$ cat src/rtl/spi_sram_wb_slave_pkg.sv
// Shared constants, FSM state type and SPI frame builder for the SPI SRAM Wishbone slave.
// Used by both the default build and the SPI_SRAM_SEQ_EN build.
package spi_sram_pkg;

    localparam logic [7:0] CMD_READ   = 8'h03;
    localparam logic [7:0] CMD_WRITE  = 8'h02;
    localparam int         FRAME_BITS = 40;
    localparam int         DATA_BITS  = 8;

    typedef enum logic [1:0] {
        IDLE  = 2'd0,
        SHIFT = 2'd1,
        DONE  = 2'd2,
        HOLD  = 2'd3
    } state_t;

    // Byte-mode frame: command, 24-bit address, data (0x00 on reads).
    function automatic logic [FRAME_BITS-1:0] build_frame(input logic       we,
                                                          input logic [23:0] addr,
                                                          input logic [7:0]  data);
        return {(we ? CMD_WRITE : CMD_READ), addr, (we ? data : 8'h00)};
    endfunction

endpackage

$ cat src/rtl/spi_sram_wb_slave_if.sv
// Wishbone classic slave-side bus bundle for the SPI SRAM slave.
// Handshake: a request is valid while wbs_cyc_i & wbs_stb_i; wbs_ack_o is the one-cycle ready/complete pulse.
interface spi_sram_wb_slave_if #(
    parameter int ADDR_WIDTH = 24
);
    logic                  wbs_cyc_i;
    logic                  wbs_stb_i;
    logic [ADDR_WIDTH-1:0] wbs_adr_i;
    logic                  wbs_we_i;
    logic [7:0]            wbs_dat_i;
    logic                  wbs_ack_o;
    logic                  wbs_err_o;
    logic                  wbs_rty_o;
    logic [7:0]            wbs_dat_o;

    modport master (
        output wbs_cyc_i, wbs_stb_i, wbs_adr_i, wbs_we_i, wbs_dat_i,
        input  wbs_ack_o, wbs_err_o, wbs_rty_o, wbs_dat_o
    );

    modport slave (
        input  wbs_cyc_i, wbs_stb_i, wbs_adr_i, wbs_we_i, wbs_dat_i,
        output wbs_ack_o, wbs_err_o, wbs_rty_o, wbs_dat_o
    );
endinterface

$ cat src/rtl/spi_sram_wb_slave_shifter.sv
// SPI mode-0 shifter: one lead cycle to present the MSB, then 2 clocks per bit, MSB first.
// The done pulse is asserted during the cycle whose closing edge finishes the last bit.
module spi_sram_shifter
    import spi_sram_pkg::*;
(
    input  logic                  clk_i,
    input  logic                  rst_ni,
    input  logic                  load,
    input  logic [FRAME_BITS-1:0] frame,
    input  logic [5:0]            nbits,
    input  logic                  miso,
    output logic                  sck,
    output logic                  mosi,
    output logic                  done,
    output logic [7:0]            rx_byte
);

    logic [FRAME_BITS-1:0] shreg;
    logic [5:0]            bits_left;
    logic                  phase;
    logic                  lead;
    logic                  active;
    logic [7:0]            rx_q;

    assign sck  = phase;
    assign done = active & ~lead & phase & (bits_left == 6'd1);
    // Includes the bit being sampled on the closing edge, so the top can latch it with done.
    assign rx_byte = {rx_q[6:0], miso};

    always_ff @(posedge clk_i or negedge rst_ni) begin
        if (!rst_ni) begin
            shreg     <= '0;
            bits_left <= '0;
            phase     <= 1'b0;
            lead      <= 1'b0;
            active    <= 1'b0;
            mosi      <= 1'b0;
            rx_q      <= '0;
        end else if (load) begin
            shreg     <= frame;
            bits_left <= nbits;
            phase     <= 1'b0;
            lead      <= 1'b1;
            active    <= 1'b1;
        end else if (active) begin
            if (lead) begin
                mosi <= shreg[FRAME_BITS-1];
                lead <= 1'b0;
            end else if (!phase) begin
                phase <= 1'b1;
            end else begin
                // End of the SCK-high half: sample, then present the next bit.
                phase <= 1'b0;
                if (bits_left <= 6'(DATA_BITS)) begin
                    rx_q <= {rx_q[6:0], miso};
                end
                shreg     <= {shreg[FRAME_BITS-2:0], 1'b0};
                bits_left <= bits_left - 6'd1;
                if (bits_left == 6'd1) begin
                    active <= 1'b0;
                    mosi   <= 1'b0;
                end else begin
                    mosi <= shreg[FRAME_BITS-2];
                end
            end
        end
    end

endmodule

$ cat src/rtl/spi_sram_wb_slave.sv
// Wishbone classic byte slave mapped onto a 23LC1024-class SPI SRAM (mode 0, SCK = clk_i/2).
// Define SPI_SRAM_SEQ_EN to keep CS low between accesses and stream sequential same-direction bytes.
module spi_sram_wb_slave
    import spi_sram_pkg::*;
#(
    parameter int ADDR_WIDTH = 24
) (
    input  logic               clk_i,
    input  logic               rst_ni,
    spi_sram_wb_slave_if.slave wb,
    output logic               spi_cs_n_o,
    output logic               spi_sck_o,
    output logic               spi_mosi_o,
    input  logic               spi_miso_i,
    output state_t             dbg_state_o
);

    state_t      state_q, state_d;
    logic        cs_n_q, cs_n_d;
    logic        ack_q, ack_d;
    logic [7:0]  dat_q, dat_d;
    logic        we_q, we_d;
    logic [23:0] adr_q, adr_d;
    logic [7:0]  wdat_q, wdat_d;
    logic        pend_q, pend_d;

    logic                  req;
    logic [ADDR_WIDTH-1:0] adr_raw;
    logic [23:0]           adr_in;
    logic                  sh_load;
    logic [FRAME_BITS-1:0] sh_frame;
    logic [5:0]            sh_nbits;
    logic                  sh_done;
    logic [7:0]            sh_rx;

    assign adr_raw = wb.wbs_adr_i;
    assign adr_in  = 24'(adr_raw);
    // The !ack term stops a request still held in the ack cycle from being taken twice.
    assign req     = wb.wbs_cyc_i & wb.wbs_stb_i & ~ack_q;

    assign wb.wbs_ack_o = ack_q;
    assign wb.wbs_err_o = 1'b0;
    assign wb.wbs_rty_o = 1'b0;
    assign wb.wbs_dat_o = dat_q;
    assign spi_cs_n_o   = cs_n_q;
    assign dbg_state_o  = state_q;

    spi_sram_shifter u_shifter (
        .clk_i   (clk_i),
        .rst_ni  (rst_ni),
        .load    (sh_load),
        .frame   (sh_frame),
        .nbits   (sh_nbits),
        .miso    (spi_miso_i),
        .sck     (spi_sck_o),
        .mosi    (spi_mosi_o),
        .done    (sh_done),
        .rx_byte (sh_rx)
    );

    always_comb begin
        state_d  = state_q;
        cs_n_d   = cs_n_q;
        ack_d    = 1'b0;
        dat_d    = dat_q;
        we_d     = we_q;
        adr_d    = adr_q;
        wdat_d   = wdat_q;
        pend_d   = pend_q;
        sh_load  = 1'b0;
        sh_frame = '0;
        sh_nbits = 6'(FRAME_BITS);

        case (state_q)
            IDLE: begin
                if (pend_q) begin
                    // Request taken earlier in HOLD; the CS-high gap has now elapsed.
                    sh_load  = 1'b1;
                    sh_frame = build_frame(we_q, adr_q, wdat_q);
                    cs_n_d   = 1'b0;
                    pend_d   = 1'b0;
                    state_d  = SHIFT;
                end else if (req) begin
                    we_d     = wb.wbs_we_i;
                    adr_d    = adr_in;
                    wdat_d   = wb.wbs_dat_i;
                    sh_load  = 1'b1;
                    sh_frame = build_frame(wb.wbs_we_i, adr_in, wb.wbs_dat_i);
                    cs_n_d   = 1'b0;
                    state_d  = SHIFT;
                end
            end

            SHIFT: begin
                if (sh_done) begin
                    ack_d = 1'b1;
                    if (!we_q) begin
                        dat_d = sh_rx;
                    end
`ifdef SPI_SRAM_SEQ_EN
                    state_d = HOLD;
`else
                    cs_n_d  = 1'b1;
                    state_d = DONE;
`endif
                end
            end

            DONE: begin
                state_d = IDLE;
            end

            HOLD: begin
`ifdef SPI_SRAM_SEQ_EN
                if (req) begin
                    we_d   = wb.wbs_we_i;
                    adr_d  = adr_in;
                    wdat_d = wb.wbs_dat_i;
                    if ((wb.wbs_we_i == we_q) && (adr_in == adr_q + 24'd1)) begin
                        // SRAM auto-increments: only the data byte goes on the wire.
                        sh_load  = 1'b1;
                        sh_frame = {(wb.wbs_we_i ? wb.wbs_dat_i : 8'h00), 32'h0};
                        sh_nbits = 6'(DATA_BITS);
                        state_d  = SHIFT;
                    end else begin
                        cs_n_d  = 1'b1;
                        pend_d  = 1'b1;
                        state_d = DONE;
                    end
                end
`else
                state_d = IDLE;
`endif
            end

            default: begin
                state_d = IDLE;
            end
        endcase
    end

    always_ff @(posedge clk_i or negedge rst_ni) begin
        if (!rst_ni) begin
            state_q <= IDLE;
            cs_n_q  <= 1'b1;
            ack_q   <= 1'b0;
            dat_q   <= 8'h00;
            we_q    <= 1'b0;
            adr_q   <= 24'h0;
            wdat_q  <= 8'h00;
            pend_q  <= 1'b0;
        end else begin
            state_q <= state_d;
            cs_n_q  <= cs_n_d;
            ack_q   <= ack_d;
            dat_q   <= dat_d;
            we_q    <= we_d;
            adr_q   <= adr_d;
            wdat_q  <= wdat_d;
            pend_q  <= pend_d;
        end
    end

endmodule

$ cat src/flat_wrapper.sv
// flat-port wrapper written by rule: the top's interface ports become plain ports
module spi_sram_wb_slave_flat import spi_sram_pkg::*;
#(
    parameter int ADDR_WIDTH = 24
)
  (clk_i, rst_ni, spi_cs_n_o, spi_sck_o, spi_mosi_o, spi_miso_i, dbg_state_o, wb_wbs_cyc_i, wb_wbs_stb_i, wb_wbs_adr_i, wb_wbs_we_i, wb_wbs_dat_i, wb_wbs_ack_o, wb_wbs_err_o, wb_wbs_rty_o, wb_wbs_dat_o);
  spi_sram_wb_slave_if #(.ADDR_WIDTH(ADDR_WIDTH)) wb_i ();
  input  logic clk_i;
  input  logic rst_ni;
  output logic spi_cs_n_o;
  output logic spi_sck_o;
  output logic spi_mosi_o;
  input  logic spi_miso_i;
  output state_t dbg_state_o;
  input wire logic [$bits(wb_i.wbs_cyc_i)-1:0] wb_wbs_cyc_i;
  input wire logic [$bits(wb_i.wbs_stb_i)-1:0] wb_wbs_stb_i;
  input wire logic [$bits(wb_i.wbs_adr_i)-1:0] wb_wbs_adr_i;
  input wire logic [$bits(wb_i.wbs_we_i)-1:0] wb_wbs_we_i;
  input wire logic [$bits(wb_i.wbs_dat_i)-1:0] wb_wbs_dat_i;
  output wire logic [$bits(wb_i.wbs_ack_o)-1:0] wb_wbs_ack_o;
  output wire logic [$bits(wb_i.wbs_err_o)-1:0] wb_wbs_err_o;
  output wire logic [$bits(wb_i.wbs_rty_o)-1:0] wb_wbs_rty_o;
  output wire logic [$bits(wb_i.wbs_dat_o)-1:0] wb_wbs_dat_o;
  assign wb_i.wbs_cyc_i = wb_wbs_cyc_i;
  assign wb_i.wbs_stb_i = wb_wbs_stb_i;
  assign wb_i.wbs_adr_i = wb_wbs_adr_i;
  assign wb_i.wbs_we_i = wb_wbs_we_i;
  assign wb_i.wbs_dat_i = wb_wbs_dat_i;
  assign wb_wbs_ack_o = wb_i.wbs_ack_o;
  assign wb_wbs_err_o = wb_i.wbs_err_o;
  assign wb_wbs_rty_o = wb_i.wbs_rty_o;
  assign wb_wbs_dat_o = wb_i.wbs_dat_o;
  spi_sram_wb_slave #(.ADDR_WIDTH(ADDR_WIDTH)) u_core (.clk_i(clk_i), .rst_ni(rst_ni), .wb(wb_i), .spi_cs_n_o(spi_cs_n_o), .spi_sck_o(spi_sck_o), .spi_mosi_o(spi_mosi_o), .spi_miso_i(spi_miso_i), .dbg_state_o(dbg_state_o));
endmodule
$ cat config.mk
export PLATFORM = sky130hd
export DESIGN_NAME = spi_sram_wb_slave_flat
export DESIGN_NICKNAME = d
export VERILOG_FILES = /design/src/rtl/spi_sram_wb_slave_pkg.sv /design/src/rtl/spi_sram_wb_slave_if.sv /design/src/rtl/spi_sram_wb_slave_shifter.sv /design/src/rtl/spi_sram_wb_slave.sv /design/src/flat_wrapper.sv
export SDC_FILE = /design/constraint.sdc
export NUM_CORES = 1
export LEC_CHECK = 0
export CAP_MARGIN = 30
export CORE_MARGIN = 3
export CORE_UTILIZATION = 47
export DETAILED_ROUTE_END_ITERATION = 10
export MAX_ROUTING_LAYER = met4
export PLACE_DENSITY = 0.82
export SYNTH_ARGS = -nofsm -noshare
export SYNTH_HDL_FRONTEND = slang
export SYNTH_SLANG_ARGS = --single-unit
$ cat constraint.sdc
create_clock -name clk_i -period 1.9 [get_ports clk_i]
set_clock_uncertainty 0.2 [all_clocks]
set_input_delay 0.38 -clock clk_i [delete_from_list [all_inputs] [get_ports clk_i]]
set_output_delay 0.38 -clock clk_i [all_outputs]
set_load 0.02 [all_outputs]
**Word-level counts from Yosys, hierarchy flattened**

Index checks and enable logic that the tools add are counted.
W data, S select, Z words.

- Register bits: 70
- Logic and storage cells: 80
- Bits in read-only memories: 0
- Output and inout bits: 16
- Memory bits (writable): 0
- Memories: 0
- Bits of input ports: 38
- Bits in latches: 0

- Reductions and logical operators: 14
- Add/subtract/negate cells: 1
- Shift operators: 0
- Multiply operators: 0
- Div/mod/pow operators: 0
- Mux-type cells: 36
- Eq/ne operators: 7
- $lt $le $gt $ge: 1
- Bitwise operators: 9

Operator list:

| kind | count |
|---|---|
| $mux W40 | 6 |
| $mux W6 | 4 |
| $mux W1 | 21 |
| $reduce_and A3 Y1 | 4 |
| $mux W8 | 1 |
| $reduce_bool A2 Y1 | 4 |
| $eq A6 B1 Y1 const B | 1 |
| $le A6 B4 Y1 const B | 1 |
| $ne A2 B1 Y1 const B | 3 |
| $pmux W2 S3 | 1 |
| $reduce_and A2 Y1 | 3 |
| $sub A6 B1 Y6 const B | 1 |
| $and A1 B1 Y1 | 5 |
| $reduce_and A5 Y1 | 1 |
| $eq A2 B2 Y1 const B | 2 |
| $mux W2 | 2 |
| $not A1 Y1 | 4 |
| $eq A2 B1 Y1 const B | 1 |
| $logic_not A2 Y1 | 1 |
| $pmux W1 S2 | 1 |
| $reduce_or A2 Y1 | 1 |

**Logic depth before layout (Yosys ltp)**

- Word-level depth: 6
- Gate-level depth with buffers: 7
- Depth with buffers taken out: 6

**Hierarchy**

A second synthesis with hierarchy kept.

- Cell total of the unflattened synthesis: 328
- Area, all modules: 3525.9 sq um

Modules (own cells, without submodules):

| module | instances | cells an instance | area each (sq um) | sequential area each (sq um) |
|---|---|---|---|---|
| spi_sram_shifter | 1 | 256 | 2705.1 | 1426.4 |
| spi_sram_wb_slave | 1 | 72 | 820.8 | 326.6 |

**Least setup slack after synthesis**

No wires, ideal clock.

- Kind: reg-to-reg
- Start point: reg u_core.u_shifter.bits_left[3]
- End point: reg u_core.dat_q[0] (netlist: u_core.wb.wbs_dat_o[0])
- Stages on the path, launching flop included: 5
- Required time: 1575 ps
- Clock period less this slack: 1991 ps
- Arrival time: 1666 ps
- Path buffers: 0
- Setup slack: -91 ps
- Library setup time: 125 ps
- Cells stage by stage: dfrtp_1 -> nor4_2 -> nand2_2 -> nor4_4 -> mux2_2

- Cells in the longest elaborated chain, start to end: 3

RTL lines:

| element | RTL line | text |
|---|---|---|
| from (decl) | spi_sram_wb_slave_shifter.sv:19 | `logic [5:0] bits_left;` |
| from (signal assigned) | spi_sram_wb_slave_shifter.sv:41 | `bits_left <= nbits;` |
| from (signal assigned) | spi_sram_wb_slave_shifter.sv:58 | `bits_left <= bits_left - 6'd1;` |
| $eq A6 B1 Y1 | spi_sram_wb_slave_shifter.sv:26 | `assign done = active & ~lead & phase & (bits_left == 6'd1);` |
| $and A1 B1 Y1 | spi_sram_wb_slave_shifter.sv:26 |  |
| $reduce_and A3 Y1 (no source line) | n/a |  |
| to (signal assigned) | spi_sram_wb_slave.sv:156 | `dat_q <= dat_d;` |
| to (decl) | spi_sram_wb_slave.sv:21 | `logic [7:0] dat_q, dat_d;` |

Every way passes these cells.
A chain may end at the register's enable or synchronous reset.

**Worst setup path in the final report**

- Start point: reg u_core.u_shifter.bits_left[4]
- End point: reg u_core.u_shifter.rx_q[0]

- Cells in the longest elaborated chain, start to end: 2

RTL lines:

| element | RTL line | text |
|---|---|---|
| $le A6 B4 Y1 | spi_sram_wb_slave_shifter.sv:54 | `if (bits_left <= 6'(DATA_BITS)) begin` |
| $reduce_and A5 Y1 (no source line) | n/a |  |
| to (signal assigned) | spi_sram_wb_slave_shifter.sv:55 | `rx_q <= {rx_q[6:0], miso};` |
| to (decl) | spi_sram_wb_slave_shifter.sv:23 | `logic [7:0] rx_q;` |

Every way passes these cells.

==> metrics.md <==
| Metric | Value |
|---|---|
| Gpl congestion | 0.815 |
| CTS clk-pin slew, worst paths | 0.08 ns |
| Leak | 0.00196 uW |
| Die width | 86.6 um |
| Sequential power share | 52.3% |
| Crit path max fanout | 7 |
| Core box area | 6100 um^2 |
| Worst hold start | u_core.u_shifter.shreg[33] |
| Cells after Synth | 315 |
| Dpl hpwl | 4170 um |
| Worst hold path class | flop to flop |
| Final critical-path setup slack | 0.0389 ns |
| Mean Syn Cell Area | 9.70 um^2 |
| Synth-to-layout area growth | 31.6% |
| Placed instance area | 3750 um^2 |
| Total global-route track usage | 19.5% |
| Clock power frac | 43.6% |
| Initial DRC Count | 221 |
| Dpl ws | -0.103 ns |
| Row Count | 28 |
| Cell area after synthesis | 3060 um^2 |
| Final setup fails | 0 |
| CP endpoint kind | flop |
| R2R depth | 3 |
| GRT overflow | 0 |
| Net Sw Frac | 22.4% |
| Hold Path End | u_core.u_shifter.shreg[33] |
| Combinational fraction of design power | 4.1% |
| RSZ-0062 raised after global routing | yes |
| Reg-to-Reg Start | u_core.u_shifter.bits_left[4] |
| Starting Density | 50.1% |
| Number of clock sinks | 70 |
| Vias after detailed routing | 2424 |
| Fin util | 66.0% |
| Seq cells post-synth | 70 |
| Hold Crit Depth | 2 |
| Sequential-to-total area share from yosys stat | 57.3% |
| Status | completed |
| Startpoint types | flop |
| Maximum vdd drop | 449 uV |
| Power Density | 708 nW/um^2 |
| Detailed-route DRC error count | 0 |
| P_sw | 638 uW |
| Chip height | 86.6 um |
| CTS Buffer Depth | 2 |
| Final Critical Period | 1.86 ns |
| Max_cap viols | 0 |
| First-pass GRT wire length | 11100 um |
| Reg-to-reg slack, setup | 0.04 ns |
| Final ANT Viol Nets | 0 |
| Initial antenna violation count | 0 |
| Skew-Pair Late Insertion Delay | 0.34 ns |
| FMAX | 537 MHz |
| Crit path DAT | 1.89 ns |
| Critical path class | flop to flop |
| Port bufs | 51 |
| Critical path required time | 1.93 ns |
| Vias in the first global route | 2313 |
| # IOs | 54 |
| Layout cells sized above 1 | 16.4% |
| Yosys Warn Count | 0 |
| Final Hold Fails | 0 |
| DRT Wirelength | 6650 um |
| Setup tns final | 0 ns |
| Reg2reg end | u_core.u_shifter.rx_q[0] |
| Final Instance Area | 4020 um^2 |
| Die area | 7510 um^2 |
| CTS tree | yes |
| Pint | 2210 uW |
| Largest net degree at the start of global routing | 71 |
| Layout net count | 419 |
| Max-slew violations | 0 |
| Post-route clock period utilization | 98.0% |
| H-tree levels | 3 |
| Antenna diodes | 0 |
| CTS buffer count | 9 |
| Number of vias per cell | 5.29 |
| Post-synth cell types | 37 |
| Root Driver | clkbuf_8 |
| PnR Total Power | 2850 uW |
| Pre-Repair DR Iteration Count | 4 |
| Wire length per cell | 14.5 um |
registers in the layout (all words and copies together), names as in the netlist:
| name | cells |
|---|---|
| u_core.wb.wbs_ack_o | 1 |
| u_core.u_shifter.shreg | 40 |
| u_core.we_q | 1 |
| u_core.wb.wbs_dat_o | 8 |
| u_core.u_shifter.lead | 1 |
| u_core.u_shifter.mosi | 1 |
| u_core.spi_cs_n_o | 1 |
| u_core.u_shifter.rx_q | 7 |
| u_core.u_shifter.sck | 1 |
| u_core.u_shifter.bits_left | 6 |
| u_core.dbg_state_o | 2 |
| u_core.u_shifter.active | 1 |
final cells by class:
cell class | count | area [um^2]
sequential | 70 | 1750
clock buffer | 10 | 138
timing repair buffer | 73 | 727
tap | 75 | 93.8
inverter | 4 | 15.0
fill | 492 | 2070
multi-input combinational | 220 | 1230
clock inverter | 6 | 68.8
cell usage after synthesis, drive strengths merged:
cell / n / area, um^2
nand2: 86 / 325
dfrtp: 69 / 1730
nor2: 32 / 120
a31oi: 31 / 194
clkbuf: 19 / 71.3
mux2: 16 / 180
a21oi: 13 / 65.1
nand3: 5 / 25.0
inv: 4 / 15.0
nor4: 4 / 46.3
o21ai: 4 / 20.0
xnor2: 4 / 35.0
buf: 3 / 18.8
ha: 3 / 37.5
nor3: 3 / 15.0
xor2: 2 / 17.5
a211oi: 1 / 7.51
a21boi: 1 / 7.51
a21o: 1 / 7.51
a31o: 1 / 8.76
and2: 1 / 6.26
and3: 1 / 6.26
and3b: 1 / 8.76
and4: 1 / 8.76
conb: 1 / 3.75
dfstp: 1 / 26.3
mux2i: 1 / 10.0
nand2b: 1 / 6.26
nand3b: 1 / 7.51
nand4: 1 / 6.26
nor2b: 1 / 6.26
nor4b: 1 / 8.76
or3: 1 / 7.51
worst max-delay path by stage:
stage,startpoint,end,slack [ns],cells after the start
floorplan,u_core.u_shifter.bits_left[3],u_core.wb.wbs_dat_o[0],-0.09,4
global placement,wb_wbs_cyc_i,u_core.u_shifter.rx_q[2],-0.05,4
detailed placement,u_core.u_shifter.bits_left[0],u_core.u_shifter.rx_q[1],-0.10,6
CTS,u_core.wb.wbs_dat_o[1],wb_wbs_dat_o[1],0.003,1
global route,u_core.u_shifter.bits_left[5],u_core.wb.wbs_dat_o[7],-0.03,5
finish,u_core.u_shifter.bits_left[4],u_core.u_shifter.rx_q[0],0.04,3
through the flow:
| step | hold WS, ns | cells |
|---|---|---|
| after floorplan | -0.116 | 316 |
| after global placement | 0.230 | 439 |
| after detailed placement | 0.234 | 439 |
| after CTS | 0.298 | 457 |
| after global routing | 0.320 | 458 |
| final | 0.294 | 458 |
timing repair:
item | 4_1_cts | 5_1_grt
gates resized for setup | 12 | 10
hold buffers | 1 | 0
hold endpoints to repair | 69 | 0
gates cloned | 0 | 0
buffers inserted | 1 | 1
endpoints found under the setup margin | 22 | 30
pin swaps | 3 | 0
worst max-delay path, cell delays in order, from the launching register on:
cell	delay (ns)
dfrtp_1	0.43
nor4b_1	0.42
and4_4	0.36
mux2_2	0.35
power by group through the flow:
stage	logic, uW	registers (uW)	clock network, uW
after global routing	128	1490	1340
after CTS	120	1490	1260
after floorplan	9.54	1520	0
final	117	1490	1240
after detailed placement	118	1520	0
after global placement	118	1520	0
routing by layer:
| metal | up-vias | share of wire, % | GRT usage (%) |
|---|---|---|---|
| met5 | - | 0 | - |
| met4 | 0 | 0.95 | 6.80 |
| met3 | 6 | 5.2 | 4.56 |
| met2 | 65 | 49 | 28.8 |
| met1 | 1171 | 45 | 26.5 |
| li1 | 1182 | - | - |
layout by cell type, fill, tap and decap left out, types with 4 or more instances in the layout:
master,Yosys,final
a21oi_1,13,13
buf_4,2,16
clkdlybuf4s50_1,0,36
a31oi_1,31,31
xnor2_1,4,4
nand2_1,85,85
inv_1,4,4
nor2_1,32,32
dlymetal6s2s_1,0,7
dlygate4sd2_1,0,7
dfrtp_1,69,69
nand3_1,5,4
mux2_2,16,15
clkbuf_8,0,10
kinds of logic after synthesis:
kind of cell               Yosys count  share of synthesized area (%)
and+or+nand+nor                    140                           19.8
DFF                                 70                           57.3
AOI/OAI and AO/OA                   52                           10.2
buffers and inverters               26                           3.44
muxes                               17                           6.22
xor gates and xnor gates             6                           1.72
adders and majority gates            3                           1.23
other                                1                          0.123
No activity file was read; power rests on OpenSTA's default activity.
